[src/rtl/branch_resolve_pc.sv]
// Fetch PC steering and mem-stage branch resolution; BRANCH_RESOLVE_STATS_EN builds resolve/mispredict counters.
// Latency: a mispredict is detected in mem and redirect+flush appear the next cycle; stall freezes all state and masks flush.
module branch_resolve_pc #(
  parameter logic [31:0] RESET_VECTOR = 32'h0000_0000,
  parameter int          TRACK_DEPTH  = 2   // legal range 1..4
) (
  input  logic        clk,
  input  logic        reset,
  input  logic        stall,
  input  logic        branch_decode_sig,
  input  logic [31:0] decode_pc,
  input  logic        prediction,
  input  logic [31:0] branch_addr,
  input  logic        branch_mem_sig,
  input  logic        actual_branch_decision,
  output logic [31:0] pc_out,
  output logic        flush,
  output logic        mispredict,
  output logic [31:0] stat_branches,
  output logic [31:0] stat_mispredicts
);

  typedef struct packed {
    logic        vld;
    logic        pred;
    logic [31:0] fallthrough;
    logic [31:0] target;
  } track_t;

  localparam logic [0:0] ST_RUN      = 1'b0;
  localparam logic [0:0] ST_REDIRECT = 1'b1;

  logic [0:0]  state_q;
  logic [0:0]  state_d;
  logic [31:0] pc_q;
  logic [31:0] pc_d;
  logic [31:0] seq_pc;
  logic [31:0] recovery_pc;
  track_t      track_q [TRACK_DEPTH];
  track_t      mem_entry;
  track_t      load_entry;
  logic        resolve_vld;
  logic        mismatch;

  assign mem_entry   = track_q[TRACK_DEPTH-1];
  assign resolve_vld = branch_mem_sig && mem_entry.vld;
  assign mismatch    = resolve_vld && (mem_entry.pred ^ actual_branch_decision);
  assign recovery_pc = actual_branch_decision ? mem_entry.target : mem_entry.fallthrough;
  assign seq_pc      = pc_q + 32'd4;

  // Decode holds a squashed instruction during REDIRECT, so its branch is not tracked.
  always_comb begin
    load_entry             = '0;
    load_entry.vld         = branch_decode_sig && (state_q == ST_RUN);
    load_entry.pred        = prediction;
    load_entry.fallthrough = decode_pc + 32'd4;
    load_entry.target      = branch_addr;
  end

  always_comb begin
    pc_d = seq_pc;
    if (mismatch) begin
      pc_d = recovery_pc;
    end else if ((state_q == ST_RUN) && prediction) begin
      pc_d = branch_addr;
    end
  end

  always_comb begin
    state_d = state_q;
    case (state_q)
      ST_RUN:      state_d = mismatch ? ST_REDIRECT : ST_RUN;
      ST_REDIRECT: state_d = ST_RUN;
      default:     state_d = ST_RUN;
    endcase
  end

  always_ff @(posedge clk) begin
    if (reset) begin
      pc_q    <= RESET_VECTOR;
      state_q <= ST_RUN;
    end else if (!stall) begin
      pc_q    <= pc_d;
      state_q <= state_d;
    end
  end

  // A mismatch squashes every younger in-flight branch, including the one in decode.
  always_ff @(posedge clk) begin
    if (reset) begin
      for (int i = 0; i < TRACK_DEPTH; i++) begin
        track_q[i] <= '0;
      end
    end else if (!stall) begin
      if (mismatch) begin
        for (int i = 0; i < TRACK_DEPTH; i++) begin
          track_q[i] <= '0;
        end
      end else begin
        track_q[0] <= load_entry;
        for (int i = 1; i < TRACK_DEPTH; i++) begin
          track_q[i] <= track_q[i-1];
        end
      end
    end
  end

  assign pc_out     = pc_q;
  assign flush      = (state_q == ST_REDIRECT) && !stall;
  assign mispredict = (state_q == ST_REDIRECT) && !stall;

`ifdef BRANCH_RESOLVE_STATS_EN
  logic [31:0] branches_q;
  logic [31:0] mispredicts_q;

  always_ff @(posedge clk) begin
    if (reset) begin
      branches_q    <= '0;
      mispredicts_q <= '0;
    end else if (!stall) begin
      if (resolve_vld && (branches_q != 32'hFFFF_FFFF)) begin
        branches_q <= branches_q + 32'd1;
      end
      if (mismatch && (mispredicts_q != 32'hFFFF_FFFF)) begin
        mispredicts_q <= mispredicts_q + 32'd1;
      end
    end
  end

  assign stat_branches    = branches_q;
  assign stat_mispredicts = mispredicts_q;
`else
  assign stat_branches    = 32'h0;
  assign stat_mispredicts = 32'h0;
`endif

endmodule

[config.mk]
export PLATFORM = sky130hd
export DESIGN_NAME = branch_resolve_pc
export DESIGN_NICKNAME = d
export VERILOG_FILES = /design/src/rtl/branch_resolve_pc.sv
export SDC_FILE = /design/constraint.sdc
export NUM_CORES = 1
export LEC_CHECK = 0
export ABC_CLOCK_PERIOD_IN_PS = 5000
export CAP_MARGIN = 20
export CORE_UTILIZATION = 40
export CTS_BUF_LIST = sky130_fd_sc_hd__clkbuf_8
export DETAILED_ROUTE_END_ITERATION = 7
export PLACE_DENSITY = 0.66
export REMOVE_ABC_BUFFERS = 1
export SYNTH_ARGS = -nofsm -noshare
export SYNTH_HDL_FRONTEND = slang
export SYNTH_SLANG_ARGS = --single-unit
[constraint.sdc]
create_clock -name clk -period 5 [get_ports clk]
set_clock_uncertainty 0.2 [all_clocks]
set_input_delay 0.75 -clock clk [delete_from_list [all_inputs] [get_ports clk]]
set_output_delay 0.75 -clock clk [all_outputs]
set_load 0.01 [all_outputs]
==> metrics.md <==
| Metric | Value |
|---|---|
| GR Overflow Total | `0` |
| DRT iter0 DRCs | `590` |
| Leak | `4.07 nW` |
| Post-Syn Area | `8740 um2` |
| CP Buf/Inv Count | `3` |
| CP Launch Point | `stall` |
| Setup Buffers After CTS | `0` |
| Die extent in y | `150 um` |
| Final core utilization | `47.9%` |
| Fin nets | `968` |
| EDFF count, synth | `132` |
| DR WL/cell | `17.8 um` |
| TritonCTS Buffers | `17` |
| Post-DRT Antenna Nets | `0` |
| Post-Place Cells | `1151` |
| Worst path max stage delay | `0.59 ns` |
| Routability cong. | `0.809` |
| M1 wire length | `9550 um` |
| H-tree levels | `4` |
| Min-delay src | `pc_out[1]` |
| Overall global routing resource usage | `19.3%` |
| Starting Density | `41.2%` |
| Full die area | `22500 um2` |
| FF-to-FF Start | `track_q[0][130]` |
| Hold crit path type | `reg2reg` |
| PD cells | `290 nW/um2` |
| Fillers | `1996` |
| Final Non-Filler Cells | `1183` |
| Site Rows | `53` |
| Vias in the first global route | `5824` |
| Fmax | `305 MHz` |
| Hold-fix buffers, CTS | `0` |
| RSZ-0062 raised after global routing | `false` |
| Post-CTS Resized | `0` |
| Routed vias/inst | `5.38` |
| Worst-path cell chain | `clkdlybuf4s50_1 > buf_4 > nor2b_1 > clkdlybuf4s50_1` |
| Cell with the most instances on the worst path | `clkdlybuf4s50_1` |
| Delay-heaviest family, CP | `buffers and inverters` |
| Async SR Flop Fraction | `0%` |
| Synth Flop Type | `edfxtp_1` |
| VDD IR max | `0.162 mV` |
| Slowest CP cell | `clkdlybuf4s50_1` |
| Most common cell after layout, fill and taps aside | `edfxtp_1` |
| Layout cell share with drive strength beyond 1 | `8.59%` |
| PortBufs | `104` |
| Commonest non-fill, non-tap cells in the layout | `edfxtp_1 (132), and3_1 (111), clkdlybuf4s50_1 (103), conb_1 (64), nor2_1 (59)` |
| Total number of cells along the worst setup path | `4` |
| Share of the synthesized area in the top cell type | `45.3%` |
| Final Hold Vio Count | `0` |
| Status | `finished clean` |
| Setup TNS | `0 ns` |
| P&R area growth vs syn | `16.4%` |
| Clock root buffer | `clkbuf_8` |
| Hold Crit Depth | `2` |
| Drt pass-1 iters | `5` |
| Worst reg-to-reg path cell count | `6` |
| Worst r2r dst | `pc_out[18]` |
| Final slew viol count | `0` |
| Main area contributors after synthesis | `edfxtp_1 (45%), and3_1 (7.9%), dfxtp_1 (7.6%), buf_4 (5.7%), mux2i_1 (3.2%)` |
| Largest net degree at the start of global routing | `83` |
| Final setup vio count | `0` |
| Synthesized netlist cell count | `815` |
| Slew @ Worst Pin | `0.989 ns` |
| Mapped Avg Cell Area | `10.7 um2` |
| Relative slew slack | `34.1%` |
| #FFs+latches synth | `165` |
| Critical path capture point type | `output port` |
| First-pass GRT wire length | `33000 um` |
| Critical path arrival | `2.33 ns` |
| Ant diodes | `0` |
| Reg2Reg Setup Slack | `2.20 ns` |
| Vias | `6364` |
| Met3 routed WL | `1500 um` |
| WL final | `21000 um` |
| Total of warnings raised by yosys | `0` |
| Core area | `21200 um2` |
| Worst-Skew Late Latency | `0.47 ns` |
| Crit Path Max Fanout | `34` |
| CTS sink count | `165` |
| Met2 wire len | `9780 um` |
| Synth unique cells | `66` |
| CTS tree | `built` |
| Largest area contributor in the netlist | `edfxtp_1` |
| CP required | `4.05 ns` |
| HPWL after DPL | `14100 um` |
| Critical path class | `in2out` |
| Die X | `150 um` |
| Tcrit/Tclk final | `65.6%` |
| Number of top-level pins | `169` |
| Worst-path clk slew | `0.10 ns` |
| Final min period | `3.28 ns` |
| Post-synthesis sequential area ratio | `52.9%` |
| Worst-case clock buffer depth | `2` |
| Max_cap viols | `0` |
| Startpoint types | `primary input` |
| Highest layer used for signal routing | `met4` |
| CP Capture Point | `flush` |
| Post-route DRC | `0` |
| Antenna violations before repair | `0` |
[cells by family after synthesis]
group,synth area share (%)
compound gates,8.93
xor+xnor,3.59
fa+ha+maj,0.286
buf+inv,8.70
flops,52.9
mux,3.85
other cells,0.0429
simple gates,21.7
[through the flow]
step	area (um2)	total power, mW	worst slack (ns)	hold slack [ns]
after floorplan	8260	1.83	0.00981	0.275
after global placement	9780	2.02	1.35	0.302
after detailed placement	9780	2.03	1.30	0.311
after CTS	10200	2.97	1.67	0.325
after global routing	10200	3.07	1.61	0.363
final	10200	2.95	1.72	0.323
[metal layers]
layer / global-route usage, % / vias up
met5: 0 / -
met4: 5.05 / 0
met3: 3.35 / 12
met2: 30.8 / 264
met1: 27.0 / 3016
li1: - / 3072
[area by class of cell]
cell class                 instances  area, um2  share of cell area [%]
clock buffer                      17        234                    2.30
clock inverter                    15        161                    1.59
inverter                          11       43.8                   0.431
multi-input combinational        582       3610                    35.5
sequential                       165       4620                    45.5
tap                              275        344                    3.38
timing repair buffer             118       1150                    11.3
[worst min-delay path by stage]
stage,endpoint,slack (ns)
detailed placement,pc_out[1],0.31
CTS,pc_out[1],0.32
floorplan,state_q,0.27
finish,pc_out[1],0.32
global route,track_q[0][112],0.36
global placement,pc_out[0],0.30
[power by group]
| group | internal (mW) | total [mW] | switching [mW] |
|---|---|---|---|
| Sequential | 1.58 | 1.63 | 0.0543 |
| Clock | 0.377 | 0.953 | 0.576 |
| Combinational | 0.161 | 0.368 | 0.208 |
| Total | 2.12 | 2.95 | 0.837 |
[synthesized netlist by cell type, drive strengths merged, types with 3 or more instances]
| cell type | number |
|---|---|
| o31ai | 4 |
| xor2 | 19 |
| o211ai | 8 |
| o32ai | 3 |
| a311oi | 4 |
| dfxtp | 33 |
| nor2 | 62 |
| and4 | 4 |
| or4 | 3 |
| nand2 | 44 |
| buf | 79 |
| nand4 | 17 |
| a21oi | 23 |
| a31oi | 7 |
| nor2b | 6 |
| mux2i | 28 |
| a21o | 3 |
| and2 | 4 |
| o21ai | 20 |
| edfxtp | 132 |
| nor4 | 7 |
| a311o | 4 |
| inv | 11 |
| and3 | 112 |
| or3 | 7 |
| xnor2 | 16 |
| clkbuf | 41 |
| nor3 | 31 |
| nand3 | 32 |
| mux2 | 5 |
| a211oi | 12 |
[tightest hold or removal path, stage by stage (launching register included)]
cell,delay (ns)
dfxtp_1,0.33
nor2_1,0.10
a211oi_1,0.05
[flip-flops by register name, indices dropped and copies added, names as in the netlist]
name     cells
track_q    132
pc_out      32
state_q      1
(Power assumes the default switching activity.)
